File: src/rtl/icache_direct_mapped.sv
// icache_direct_mapped: direct-mapped read-only instruction cache with 128-bit block refill.
// Optional hit/miss counters are enabled by defining ICACHE_STATS_EN.
module icache_direct_mapped #(
    parameter int ADDR_WIDTH   = 10,
    parameter int INDEX_WIDTH  = 3,
    parameter int OFFSET_WIDTH = 4
) (
    input  logic                               CLK,
    input  logic                               RESET,
    input  logic                               READ,
    input  logic [ADDR_WIDTH-1:0]              ADDRESS,
    output logic [31:0]                        INSTRUCTION,
    output logic                               BUSYWAIT,
    output logic                               MEM_READ,
    output logic [ADDR_WIDTH-OFFSET_WIDTH-1:0] MEM_ADDRESS,
    input  logic [127:0]                       MEM_READDATA,
    input  logic                               MEM_BUSYWAIT
`ifdef ICACHE_STATS_EN
    ,
    output logic [15:0]                        HIT_COUNT,
    output logic [15:0]                        MISS_COUNT
`endif
);
    localparam int TAG_WIDTH = ADDR_WIDTH - INDEX_WIDTH - OFFSET_WIDTH;
    localparam int LINES     = 1 << INDEX_WIDTH;

    typedef enum logic [1:0] {S_IDLE, S_MEM_READ, S_UPDATE} state_t;

    state_t                        state, next_state;
    logic [LINES-1:0]              valid;
    logic [TAG_WIDTH-1:0]          tag_array [LINES];
    logic [127:0]                  data_array [LINES];
    logic [TAG_WIDTH-1:0]          tag, lat_tag;
    logic [INDEX_WIDTH-1:0]        index, lat_index;
    logic [OFFSET_WIDTH-3:0]       word;
    logic [31:0]                   word_data, instr_q;
    logic                          hit, miss, fill;
    logic                          unused;

    assign tag       = ADDRESS[ADDR_WIDTH-1 -: TAG_WIDTH];
    assign index     = ADDRESS[OFFSET_WIDTH +: INDEX_WIDTH];
    assign word      = ADDRESS[OFFSET_WIDTH-1:2];
    assign unused    = &{1'b0, ADDRESS[1:0]};
    assign word_data = data_array[index][{word, 5'd0} +: 32];
    assign hit       = READ & valid[index] & (tag_array[index] == tag);
    assign miss      = READ & ~hit;
    assign fill      = (state == S_MEM_READ) & ~MEM_BUSYWAIT;

    always_ff @(posedge CLK) begin
        if (RESET) state <= S_IDLE;
        else       state <= next_state;
    end

    always_comb begin
        next_state = (state == S_IDLE)     ? (miss ? S_MEM_READ : S_IDLE) :
                     (state == S_MEM_READ) ? (MEM_BUSYWAIT ? S_MEM_READ : S_UPDATE) :
                                             S_IDLE;
    end

    always_comb begin
        MEM_READ    = (state == S_MEM_READ);
        MEM_ADDRESS = MEM_READ ? {lat_tag, lat_index} : '0;
        BUSYWAIT    = (state != S_IDLE) | miss;
        INSTRUCTION = ((state == S_IDLE) && hit) ? word_data : instr_q;
    end

    always_ff @(posedge CLK) begin
        if (RESET) begin
            valid     <= '0;
            instr_q   <= '0;
            lat_tag   <= '0;
            lat_index <= '0;
        end else begin
            if ((state == S_IDLE) && hit) instr_q <= word_data;
            if ((state == S_IDLE) && miss) begin
                lat_tag   <= tag;
                lat_index <= index;
            end
            if (fill) valid[lat_index] <= 1'b1;
        end
    end

    // Tag/data storage is deliberately left uncleared by reset; valid bits guard it.
    always_ff @(posedge CLK) begin
        if (fill && !RESET) begin
            data_array[lat_index] <= MEM_READDATA;
            tag_array[lat_index]  <= lat_tag;
        end
    end

`ifdef ICACHE_STATS_EN
    always_ff @(posedge CLK) begin
        if (RESET) begin
            HIT_COUNT  <= '0;
            MISS_COUNT <= '0;
        end else begin
            if ((state == S_IDLE) && hit && (HIT_COUNT != 16'hFFFF)) HIT_COUNT <= HIT_COUNT + 16'd1;
            if ((state == S_IDLE) && miss && (MISS_COUNT != 16'hFFFF)) MISS_COUNT <= MISS_COUNT + 16'd1;
        end
    end
`endif
endmodule

File: config.mk
export PLATFORM = sky130hd
export DESIGN_NAME = icache_direct_mapped
export DESIGN_NICKNAME = d
export VERILOG_FILES = /design/src/rtl/icache_direct_mapped.sv
export SDC_FILE = /design/constraint.sdc
export NUM_CORES = 1
export LEC_CHECK = 0
export CORE_AREA = 2 2 258 324
export DETAILED_ROUTE_END_ITERATION = 6
export DIE_AREA = 0 0 260 326
export PLACE_DENSITY = 0.8
export SYNTH_ARGS = -nofsm -noshare
export SYNTH_HDL_FRONTEND = slang
export SYNTH_SLANG_ARGS = --single-unit
export TNS_END_PERCENT = 5
File: constraint.sdc
create_clock -name CLK -period 21.9 [get_ports CLK]
set_input_delay 6.57 -clock CLK [delete_from_list [all_inputs] [get_ports CLK]]
set_output_delay 6.57 -clock CLK [all_outputs]
set_load 0.01 [all_outputs]
# Word-level counts from Yosys, hierarchy flattened
# Memory sizes are Yosys's and may differ from the RTL's.
# Cells that the tools add are included.
[totals]
in_bits = 142
ramBits = 1048
mem_count = 2
reg_bits = 48
elab_cells = 40
[memory_table]
columns = ["memory", "depth", "word_bits", "rd", "rd_clocked_by_memory_dff", "write_ports", "line", "rtl"]
rows = [
  ["data_array", 8, 128, 1, 0, 1, "32", "logic [127:0] data_array [LINES];"],
  ["tag_array", 8, 3, 1, 0, 1, "31", "logic [TAG_WIDTH-1:0] tag_array [LINES];"],
]
[classes]
magnitude_cmp = 3
eq_ne = 2
n_bitwise = 8
n_reduce_logical = 7
shifts = 1
muxes = 12
[ops]
columns = ["op", "count"]
rows = [
  ["128-bit by 8-bit indexed part select with 32-bit output", 1],
  ["32-bit two-way mux", 1],
  ["3-bit by 4-bit less-than comparator with 1-bit output, second input constant", 2],
  ["8-bit OR", 1],
  ["2-bit two-way mux", 3],
  ["6-bit two-way mux", 1],
  ["1-bit two-way mux", 5],
  ["1-bit bitwise AND", 4],
  ["1-bit logical AND", 4],
  ["1-bit binary-select mux with 3-bit select", 1],
  ["1-bit demux with 3-bit select", 1],
  ["3-bit == test", 1],
  ["3-bit by 1-bit greater-or-equal comparator with 1-bit output, second input constant", 1],
  ["2-bit by 1-bit == test with 1-bit output, second input constant", 1],
  ["2-bit logical NOT", 1],
  ["1-bit inverter", 2],
  ["2-bit nonzero test", 1],
  ["1-bit logical NOT", 1],
  ["1-bit OR", 1],
]

# Logic depth before layout (Yosys ltp)
[logic_depth]
ltp_word = 8
depth_mapped = 10
ltp_nobuf = 6

# Worst setup path before layout
# No wires, ideal clock.
[synth_timing]
path_type = "input to register"
start = "input port MEM_BUSYWAIT"
end = "memory data_array[0][0], enable pin"
setup_slack_ps = 5231
cell_stages = 3
setup_time_ps = 785
t_arrival_ps = 15885
path_buffers = 0
t_required_ps = 21115
path_cell_list = "nor3b_1 nand2b_1 nor3_1"
[synth_via]
elab_chain_cells = 5
[synth_lines]
columns = ["item", "line", "rtl"]
rows = [
  ["start: declaration", "17", "input logic MEM_BUSYWAIT"],
  ["1-bit inverter", "47", "assign fill = (state == S_MEM_READ) & ~MEM_BUSYWAIT;"],
  ["1-bit bitwise AND", "47", ""],
  ["1-bit logical AND", "85", "if (fill && !RESET) begin"],
  ["1-bit two-way mux", "85", ""],
  ["1-bit two-way mux (not written as such)", "86", "data_array[lat_index] <= MEM_READDATA;"],
  ["end: declaration", "32", ""],
]
# No other way between the ends.

# Worst setup path after layout
[layout_timing]
start = "input port ADDRESS[4]"
end = "output port INSTRUCTION[29]"
[layout_via]
elab_chain_cells = 6
elab_cells_between_ends = 10
[layout_lines]
columns = ["item", "line", "rtl"]
rows = [
  ["start: declaration", "11", "input logic [ADDR_WIDTH-1:0] ADDRESS,"],
  ["branches (longest 5 deep; another with memory 8 x 128 bit)", "-", ""],
  ["32-bit two-way mux *", "64", "INSTRUCTION = ((state == S_IDLE) && hit) ? word_data : instr_q;"],
  ["end: declaration", "12", "output logic [31:0] INSTRUCTION,"],
]
# Every way passes the cells marked *. The select of a mux whose other input is x is not followed.

==> results.md <==
- The die width is approximately 260 µm.
- The pin count of the biggest net entering global routing is between 100 and 150.
- The end of the worst register-to-register path is data_array[4][30]$_DFFE_PP_.
- The kind of path behind the tightest hold check is flip-flop to flip-flop.
- CTS placed an instance of clkbuf_16 at the clock tree root.
- Of all nets on the critical path, the largest fanout is between 100 and 150.
- The number of distinct library cells after synthesis is 36.
- The residual antenna-violating net count after detailed routing is 0.
- The growth of design area from synthesis to finish is 13.98%.
- The leakage component of the power is 15.05 nW.
- The core region is just over 80000 µm².
- The total global routing overflow is 0.
- Among all flip-flop cells after synthesis, the most frequent one is edfxtp_1.
- The number of hold buffers added after CTS was 0.
- The met1 layer wirelength in the final routing is 34.06 mm.
- Post-CTS repair changed the size of 0 cells.
- The commonest cells after synthesis are 1048 x edfxtp_1, 258 x mux4_2, 76 x mux2i_1, 65 x mux2_2, 48 x dfxtp_1.
- The most common cell in the synthesized netlist is edfxtp_1.
- The utilization after layout is 58.76%.
- The cell family contributing the most delay on the critical path is buffers and inverters.
- The clock-pin slew of the registers on the worst-case setup and hold paths is approximately 0.06 ns.
- After synthesis, the cell types taking the most area are edfxtp_1 74%, mux4_2 14%, dfxtp_1 2.3%.
- The highest ir drop seen on vdd is around 0.08 mV.
- For the pin with the worst max-slew slack, the measured transition is 1.393 ns.
- Counting along the longest clock path gives a buffer depth of 3.
- Together, buffers and inverters on the worst path number 3.
- The count of maximum capacitance violations is 0.
- STA puts the critical path data arrival time at 10.75 ns.
- In this run the register-to-register setup slack is approximately 17 ns.
- Wires add up to between 90 and 100 mm.
- The final worst-path cycle share is 79.10%.
- The final routed wire length divided by cell count is about 28 µm.
- In this run the top signal layer used is met5.
- For the worst-skew pair, the clock arrives at the later sink with an insertion delay of about 0.66 ns.
- The library cell contributing the largest single delay on the critical path is and4_4.
- For this block, the initial DRC count from the detailed router was 1986.
- The final route contains roughly 20000 vias.
- The first-pass GRT wire length is 134.0 mm.
- Derived from the worst setup path, the maximum achievable clock frequency is slightly below 0.06 GHz.
- The number of max-slew violations in the final report is 0.
- The mean cell area of the mapped netlist is roughly 23 µm².
- The area share of the largest cell type after synthesis is 74.50%.
- The worst stage delay on the critical path is 0.69 ns.
- The final weighted congestion in routability-driven placement is approximately 0.74.
- Once the floorplan was initialized, standard cells occupied 51.55% of the core.
- The number of global-route vias before repair was just over 20000.
- The total nets after synthesis is about 2000.
- The ratio of routed vias to standard cells is 6.099.
- After technology mapping, the gate count stands at 1862.
- The worst setup path is launched from a primary input.
- The end point of the worst hold path is valid[5]$_SDFFE_PP0P_.
- The post-route minimum period is around 17 ns.
- The site row count is 118.
- The first detailed-routing pass took 5 iterations.
- After routing, the total negative slack on setup checks comes to 0 ns.
- The count of buffers inserted at the top-level ports is between 150 and 200.
- The met3 layer wire length in the routed design is between 8 and 9 mm.
- The startpoint of the most critical register-to-register path is state[0]$_SDFF_PP0_.
- The all-layer global routing usage is 21.54%.
- Cells with a size suffix above 1 make up about a quarter of the layout.
- The biggest area contributor in the post-synthesis netlist is edfxtp_1.
- The total number of clock tree sinks is around 1100.
- After clock tree synthesis, the setup repair step added 0 buffers.
- The initial antenna violation count was 26.
- The clock arrives with between 0.04 and 0.05 ns of skew.
- The H-tree generated during clock tree synthesis spans 3 levels.
- The half-perimeter wire length of the detailed placement result is between 40 and 50 mm.
- The final-stage net count is ~2200.
- The clock tree from TritonCTS is yes.
- The class of the most critical setup path is primary input to primary output.
- The start point of the worst min-delay path is valid[5]$_SDFFE_PP0P_.
- The post-synth design cell area is 42240 µm².
- Setup violations remaining at the end of the flow were counted as 0.
- Power spread over the standard cell area amounts to just under 90 nW/µm².
- The floorplan step set the die height to about 330 µm.
- The data required time of the worst path is roughly 15 ns.
- The floorplan die area is roughly 85000 µm².
- The number of hold violations in the final report was 0.
- Counting instances, the worst hold path has a depth of 1.
- After detailed routing, the met2 layer carries about 46 mm of wire.
- In this run, synthesis produced a sequential element count of between 1000 and 1500.
- Setup repair after global routing left no endpoint under its margin.
- STA classifies the critical path endpoint as a primary output.
- The worst slew margin relative to its limit is between 7 and 8%.
- The Yosys step of the flow raised 0 warnings.
- The proportion of register bits with asynchronous set or reset after synthesis is 0%.
- The DRC violation count after routing is 0.
- The flow ran to the end, and the final reports show no timing, DRC or antenna violations.
- The register area share after synthesis is 76.77%.
- The count of pins on the block boundary is approximately 180.
- Walking the worst path, the cells encountered are buf_8 -> buf_12 -> mux2i_1 -> mux4_2 -> xor2_1 -> and4_4 -> a21oi_1 -> nor2_1 -> clkdlybuf4s50_1.
- Counting cells, the worst reg-to-reg path comes to 6.
- The number of synthesized flops with an enable pin is about 1000.
- The number of CTS-inserted buffers is between 90 and 100.
-- worst max path at each step --
stage	startpoint	end	slack [ns]	cells after the start
3_5_place_dp	ADDRESS[4]	INSTRUCTION[30]	4.45	9
6_report	ADDRESS[4]	INSTRUCTION[29]	4.58	9
2_1_floorplan	MEM_BUSYWAIT	data_array[0][0]$_DFFE_PP_	5.23	3
3_3_place_gp	ADDRESS[4]	INSTRUCTION[30]	4.48	9
5_1_grt	ADDRESS[4]	INSTRUCTION[30]	4.17	9
4_1_cts	ADDRESS[4]	INSTRUCTION[30]	4.42	9
-- flip-flops by register name, summed over array words and instances, names as in the netlist --
signal,flops
valid,8
tag_array,24
lat_tag,3
data_array,1024
instr_q,32
state,2
lat_index,3
-- logic make-up after synthesis --
kind of cell    share of synthesized area (%)
flops                                   76.77
mux                                     17.48
simple gates                            1.875
compound gates                          1.819
buf+inv                                 1.996
xor+xnor                              0.06221
-- per-layer routing --
metal / track usage [%] / up-vias
li1: - / 8311
met1: 28.25 / 10420
met2: 34.77 / 832
met3: 5.664 / 165
met4: 8.196 / 24
met5: 0 / -
-- through the flow --
stage | power (mW) | hold WS (ns) | instances | worst slack, ns | area (µm²)
2_1_floorplan | 2.478 | 0.4179 | 1862 | 5.231 | 42240
3_3_place_gp | 2.546 | 0.4239 | 3040 | 4.484 | 44920
3_5_place_dp | 2.553 | 0.4308 | 3040 | 4.446 | 44920
4_1_cts | 4.228 | 0.4451 | 3223 | 4.417 | 48110
5_1_grt | 4.317 | 0.4819 | 3236 | 4.172 | 48140
6_report | 4.203 | 0.4444 | 3238 | 4.577 | 48150
-- where the power goes --
| group | internal (mW) | leakage [nW] | switching, mW |
|---|---|---|---|
| Sequential | 2.30 | 9.83 | 0.00376 |
| Clock | 0.954 | 1.55 | 0.739 |
| Combinational | 0.0920 | 3.67 | 0.109 |
| Total | 3.35 | 15.1 | 0.853 |
-- cells in the final DEF, fill, tap and decap left out, types with 7 or more instances in the layout --
master / synthesis / layout
clkinv_2: 0 / 18
a221oi_1: 32 / 32
o22ai_1: 32 / 32
bufinv_16: 0 / 9
nor3_1: 35 / 33
nor3_2: 31 / 33
edfxtp_1: 1048 / 1048
nor2_4: 0 / 7
buf_12: 3 / 7
buf_4: 6 / 20
dfxtp_1: 48 / 48
nor2_1: 41 / 34
mux2i_1: 76 / 76
clkbuf_16: 0 / 99
mux2_2: 65 / 65
a21o_1: 8 / 8
clkdlybuf4s50_1: 0 / 175
clkbuf_1: 33 / 21
a21oi_1: 38 / 38
mux4_2: 258 / 258
clkinv_1: 0 / 21
diode_2: 0 / 15
-- cell type report --
type,count,area [µm²]
Sequential cell,1096,32430
Clock buffer,124,2611
Fill cell,5615,33790
Antenna cell,15,37.54
Inverter,2,7.507
Multi-Input combinational cell,656,9046
Clock inverter,59,575.6
Timing Repair Buffer,206,2088
Tap cell,1080,1351
(Power assumes the default switching activity.)
